## src/rtl/pc_branch_unit.sv

```systemverilog
// pc_branch_unit
//   Holds the program counter and a writable table of 2**A branch targets,
//   and computes the next PC every cycle. Each table entry is used either as
//   a signed relative offset or as an absolute target. A single-entry link
//   register supports call/return.
//
// Ports
//   i_clk        clock, all state updates on the rising edge
//   i_reset      synchronous active-high reset (PC, link, wrap flag, table)
//   i_stall      hold PC and link this cycle (table writes still happen)
//   i_jump_en    take a branch using entry i_lut_raddr
//   i_jump_abs   1 = entry is an absolute target, 0 = signed relative offset
//   i_call       as i_jump_en, and also save PC+1 to the link register
//   i_ret        PC <= link register
//   i_lut_raddr  table index for jump/call and for o_target
//   i_lut_we     table write enable
//   i_lut_waddr  table write index
//   i_lut_wdata  table write data
//   o_prog_ctr   current PC (registered)
//   o_target     combinational read of entry i_lut_raddr
//   o_link       link register (registered)
//   o_pc_wrap    one-cycle pulse: the last PC update wrapped modulo 2**D
module pc_branch_unit #(
  parameter int D = 12,
  parameter int A = 3
) (
  input  logic         i_clk,
  input  logic         i_reset,
  input  logic         i_stall,
  input  logic         i_jump_en,
  input  logic         i_jump_abs,
  input  logic         i_call,
  input  logic         i_ret,
  input  logic [A-1:0] i_lut_raddr,
  input  logic         i_lut_we,
  input  logic [A-1:0] i_lut_waddr,
  input  logic [D-1:0] i_lut_wdata,
  output logic [D-1:0] o_prog_ctr,
  output logic [D-1:0] o_target,
  output logic [D-1:0] o_link,
  output logic         o_pc_wrap
);

  localparam int DEPTH = 1 << A;

  // Reset contents: first eight entries are the legacy fixed offsets,
  // the rest are zero.
  function automatic logic [D-1:0] lut_init(input int idx);
    logic [D-1:0] v;
    case (idx)
      0:       v = D'(4);
      1:       v = D'(5);
      2:       v = D'(15);
      3:       v = D'(50);
      4:       v = D'(-1);
      5:       v = D'(-5);
      6:       v = D'(-15);
      7:       v = D'(-50);
      default: v = '0;
    endcase
    return v;
  endfunction

  logic [D-1:0]        r_lut [DEPTH];
  logic [D-1:0]        r_pc;
  logic [D-1:0]        r_link;
  logic                r_wrap;

  logic [D-1:0]        w_entry;
  logic signed [D+1:0] w_rel_sum;
  logic [D:0]          w_inc;
  logic [D-1:0]        w_pc_nxt;
  logic [D-1:0]        w_link_nxt;
  logic                w_wrap_nxt;

  // Read sees the stored table, so a same-cycle write is not visible yet.
  assign w_entry = r_lut[i_lut_raddr];

  // PC is unsigned in [0, 2**D-1] and the offset signed in D bits, so the
  // true sum fits in D+2 signed bits; either top bit set means it left range.
  assign w_rel_sum = $signed({2'b00, r_pc}) + $signed({{2{w_entry[D-1]}}, w_entry});
  assign w_inc     = {1'b0, r_pc} + (D+1)'(1);

  always_comb begin
    w_pc_nxt   = r_pc;
    w_link_nxt = r_link;
    w_wrap_nxt = 1'b0;
    if (i_stall) begin
      w_pc_nxt = r_pc;
    end else if (i_ret) begin
      w_pc_nxt = r_link;
    end else if (i_call || i_jump_en) begin
      if (i_jump_abs) begin
        w_pc_nxt = w_entry;
      end else begin
        w_pc_nxt   = w_rel_sum[D-1:0];
        w_wrap_nxt = w_rel_sum[D+1] | w_rel_sum[D];
      end
      if (i_call) begin
        w_link_nxt = w_inc[D-1:0];
      end
    end else begin
      w_pc_nxt   = w_inc[D-1:0];
      w_wrap_nxt = w_inc[D];
    end
  end

  always_ff @(posedge i_clk) begin
    if (i_reset) begin
      r_pc   <= '0;
      r_link <= '0;
      r_wrap <= 1'b0;
      for (int i = 0; i < DEPTH; i++) begin
        r_lut[i] <= lut_init(i);
      end
    end else begin
      r_pc   <= w_pc_nxt;
      r_link <= w_link_nxt;
      r_wrap <= w_wrap_nxt;
      if (i_lut_we) begin
        r_lut[i_lut_waddr] <= i_lut_wdata;
      end
    end
  end

  assign o_prog_ctr = r_pc;
  assign o_link     = r_link;
  assign o_pc_wrap  = r_wrap;
  assign o_target   = w_entry;

endmodule
```

## config.mk

```make
export PLATFORM = sky130hd
export DESIGN_NAME = pc_branch_unit
export DESIGN_NICKNAME = d
export VERILOG_FILES = /design/src/rtl/pc_branch_unit.sv
export SDC_FILE = /design/constraint.sdc
export NUM_CORES = 1
export LEC_CHECK = 0
export BUFFER_PORTS_ARGS = -buffer_cell sky130_fd_sc_hd__buf_2
export CAP_MARGIN = 20
export CORE_ASPECT_RATIO = 1.75
export CORE_MARGIN = 2
export CORE_UTILIZATION = 52
export CTS_CLUSTER_DIAMETER = 50
export DETAILED_ROUTE_END_ITERATION = 10
export PLACE_DENSITY_LB_ADDON = 0.05
export SLEW_MARGIN = 20
export SYNTH_ARGS = -nofsm -noshare
export SYNTH_HDL_FRONTEND = slang
export SYNTH_SLANG_ARGS = --single-unit
```

## constraint.sdc

```tcl
create_clock -name i_clk -period 4.05 [get_ports i_clk]
set_input_delay 0.405 -clock i_clk [delete_from_list [all_inputs] [get_ports i_clk]]
set_output_delay 0.405 -clock i_clk [all_outputs]
set_load 0.005 [all_outputs]
```

==> impl_summary.log <==
[metrics] Initial Util: 0.527
[metrics] ANT nets after route: 0
[metrics] PostCTS Resize Cnt: 0
[metrics] number of antenna violations at the first check in global routing: 0
[metrics] detailed-route wire length per cell: 22.6 um
[metrics] Layout area overhead: 16.8%
[metrics] headroom to the max-slew limit: 0.475
[metrics] TritonCTS clock tree: done
[metrics] Critical Path End Type: register
[metrics] flops & latches, synth: 121
[metrics] Clk network pwr share: 0.450
[metrics] master cell of the clock root buffer: sky130_fd_sc_hd__clkbuf_16
[metrics] minimum clock period after layout: 3.41 ns
[metrics] nets@finish: 622
[metrics] final worst-path cycle share: 0.843
[metrics] count leader, synth: sky130_fd_sc_hd__edfxtp_1
[metrics] Synth Net Count: 558
[metrics] setup violation total in the final timing report: 0
[metrics] biggest area contributors in the synthesized netlist: sky130_fd_sc_hd__edfxtp_1 46%, sky130_fd_sc_hd__dfxtp_1 8.0%, sky130_fd_sc_hd__mux4_2 6.8%, sky130_fd_sc_hd__and2_1 4.7%, sky130_fd_sc_hd__ha_1 2.8%
[metrics] switching share of power: 0.249
[metrics] H-Tree Level Count: 4
[metrics] worst hold slack after final layout: 0.336 ns
[metrics] pwr/cell area: 467 nW/um^2
[metrics] instance count of the mapped netlist: 517
[metrics] via total after detailed routing: 4426
[metrics] Slew Limit Fails: 0
[metrics] count of flip-flops with a built-in enable after synthesis: 96
[metrics] global placement routability congestion: 0.882
[metrics] Synth area leader: sky130_fd_sc_hd__edfxtp_1
[metrics] Cell Area, Synth: 6290 um^2
[metrics] cell-internal power: 2.58 mW
[metrics] Std-Cell Rows: 53
[metrics] Arrival @ worst endpoint: 3.73 ns
[metrics] num ports: 63
[metrics] total routing resource utilization after global routing: 0.275
[metrics] area of the core: 11900 um^2
[metrics] Residual DRC: 0
[metrics] First-pass DRT Iterations: 4
[metrics] vertical die dimension: 150 um
[metrics] via count of the first global-routing pass: 4592
[metrics] flip-flop cell with the highest count after synthesis: sky130_fd_sc_hd__edfxtp_1
[metrics] share of flip-flops with an asynchronous set or reset: 0
[metrics] transition time at the pin with the least slew margin: 0.787 ns
[metrics] buffers inserted by post-CTS timing repair: 0
[metrics] WP data required: 4.37 ns
[metrics] Hold WC Path Type: input pin to register
[metrics] die outline width: 87.2 um
[metrics] HPWL after DPL: 11.6 mm
[metrics] outcome: finished, final reports clean
[metrics] worst-skew pair later-pin latency: 0.42 ns
[metrics] number of distinct library cell variants in the gate-level netlist after synthesis: 50
[metrics] register clock-pin slew on the reported worst setup and hold paths: 0.06 ns
[metrics] Worst IR Drop VDD: 0.286 mV
[metrics] Post-CTS Hold Fix Bufs: 0
[metrics] Setup TNS Final: 0 ns
[metrics] Fin. Hold Viols: 0
[metrics] WS Path Type: input pin to register
[metrics] sum of routed wire length over all layers: 16.5 mm
[metrics] DR iter-0 viols: 171
[metrics] fraction of power consumed by sequential logic: 0.424
[metrics] vias per cell: 6.06
[metrics] unrepaired setup endpoints after global routing: no
[metrics] max capacitance violation total: 0
[metrics] part of the Yosys area used for sequential elements: 0.538
[metrics] fraction of final layout cells sized beyond drive strength 1: 0.272
[metrics] average size of a mapped cell: 12.2 um^2
[metrics] Worst Clk Skew: 0.0124 ns
[metrics] static power due to leakage: 2.74 nW
[metrics] maximum number of pins on one net before global-route repair: 36
[metrics] number of clock sinks: 121
[metrics] IO Port Bufs: 62
[metrics] highest attainable clock frequency: 293 MHz
[metrics] most common library cells after synthesis: 96 x sky130_fd_sc_hd__edfxtp_1, 47 x sky130_fd_sc_hd__and2_1, 35 x sky130_fd_sc_hd__nor2_1, 27 x sky130_fd_sc_hd__or3_1, 26 x sky130_fd_sc_hd__clkbuf_1
[metrics] Switch Pwr: 0.853 mW
[metrics] TritonCTS Buffers: 17
[metrics] wire length of the first global-routing pass: 25.8 mm
[metrics] Gate power share: 0.126
[metrics] CP Launch Type: input pin
[metrics] Total Power Consumption: 3.43 mW
[metrics] area of the die: 13000 um^2
[metrics] Synth top area share: 0.458
[metrics] warning count from the yosys run: 0
[metrics] CP max FO: 10
[metrics] deepest clock path buffer count: 2
[metrics] Antenna Diode Count: 0
[metrics] Overflow after GRT: 0
cell usage in the layout (no fill, tap or decap), types with 5 or more instances in the layout:
cell type	count
sky130_fd_sc_hd__edfxtp_1	96
sky130_fd_sc_hd__buf_2	62
sky130_fd_sc_hd__and2_1	47
sky130_fd_sc_hd__nor2_1	35
sky130_fd_sc_hd__or3_1	27
sky130_fd_sc_hd__dfxtp_1	25
sky130_fd_sc_hd__nand2_1	23
sky130_fd_sc_hd__or2_2	21
sky130_fd_sc_hd__a21oi_1	21
sky130_fd_sc_hd__mux4_2	19
sky130_fd_sc_hd__nand2b_1	17
sky130_fd_sc_hd__clkbuf_16	17
sky130_fd_sc_hd__a211oi_1	15
sky130_fd_sc_hd__ha_1	14
sky130_fd_sc_hd__buf_4	14
sky130_fd_sc_hd__mux2_2	12
sky130_fd_sc_hd__o21ai_0	12
sky130_fd_sc_hd__nand3_1	10
sky130_fd_sc_hd__xnor2_1	10
sky130_fd_sc_hd__nor3_1	9
sky130_fd_sc_hd__xor2_1	9
sky130_fd_sc_hd__inv_1	7
sky130_fd_sc_hd__nand4_1	6
sky130_fd_sc_hd__mux4_1	5
sky130_fd_sc_hd__clkinv_4	5
layer usage:
layer | wire (um) | vias up | GRT usage
li1 | - | 2060 | -
met1 | 5820 | 2159 | 0.292
met2 | 9160 | 170 | 0.482
met3 | 733 | 37 | 0.0618
met4 | 799 | 0 | 0.169
met5 | 0 | - | 0
power groups by stage:
stage	registers (mW)	clock network, mW	logic, mW
floorplan	1.47	0	0.289
global placement	1.48	0	0.427
detailed placement	1.48	0	0.434
CTS	1.45	1.55	0.437
global route	1.46	1.61	0.480
finish	1.45	1.54	0.434
cell families (layout without fill, tap and decap cells):
kind of cell / after synthesis / in the layout / synth area share
AO/OA/AOI/OAI: 72 / 72 / 0.0754
adder cells (fa/ha/maj): 15 / 15 / 0.0310
multiplexers: 40 / 40 / 0.117
XOR/XNOR: 19 / 19 / 0.0264
AND/OR/NAND/NOR: 211 / 211 / 0.185
flip-flops: 121 / 121 / 0.538
buffers and inverters: 39 / 115 / 0.0278
worst max-delay path: stages:
cell and delay, ns:
sky130_fd_sc_hd__buf_2 0.27, sky130_fd_sc_hd__buf_12 0.19, sky130_fd_sc_hd__buf_4 0.20, sky130_fd_sc_hd__mux4_1 0.55, sky130_fd_sc_hd__mux2_2 0.30, sky130_fd_sc_hd__ha_1 0.33, sky130_fd_sc_hd__and4_1 0.23, sky130_fd_sc_hd__a2111oi_0 0.56
sky130_fd_sc_hd__nor3_1 0.21, sky130_fd_sc_hd__xor2_1 0.19, sky130_fd_sc_hd__a221oi_1 0.27
per-stage QoR:
| step | utilization | std cells | setup WS (ns) | cell area [um^2] |
|---|---|---|---|---|
| 2_1_floorplan | - | 517 | 0.699 | 6290 |
| 3_3_place_gp | 0.566 | 699 | 0.355 | 6750 |
| 3_5_place_dp | 0.566 | 699 | 0.210 | 6750 |
| 4_1_cts | 0.616 | 730 | 0.636 | 7350 |
| 5_1_grt | 0.616 | 730 | 0.394 | 7350 |
| 6_report | 0.616 | 730 | 0.637 | 7350 |
area by class of cell:
type	instances	area [um^2]
multi-input combinational	357	2730
inverter	7	26.3
clock buffer	18	429
timing repair buffer	77	435
sequential	121	3380
clock inverter	13	171
fill	1011	4590
tap	137	171
flip-flops by register name, summed over array words and instances (netlist names):
name	cells
r_lut	96
o_link	12
o_prog_ctr	12
o_pc_wrap	1
final timing paths:
check                                 start  cells after the start  slack [ns]                          end
setup / recovery             i_lut_raddr[0]                     11        0.64  o_prog_ctr[11]$_SDFFE_PP0N_
hold / removal               i_lut_wdata[9]                      2        0.34    r_lut[5][9]$_SDFFCE_PN1P_
setup reg to reg  r_lut[6][1]$_SDFFCE_PN0P_                     11        0.77  o_prog_ctr[11]$_SDFFE_PP0N_
hold reg to reg      o_link[1]$_SDFFE_PP0P_                      2        0.48       o_link[1]$_SDFFE_PP0P_
(Power assumes the default switching activity.)
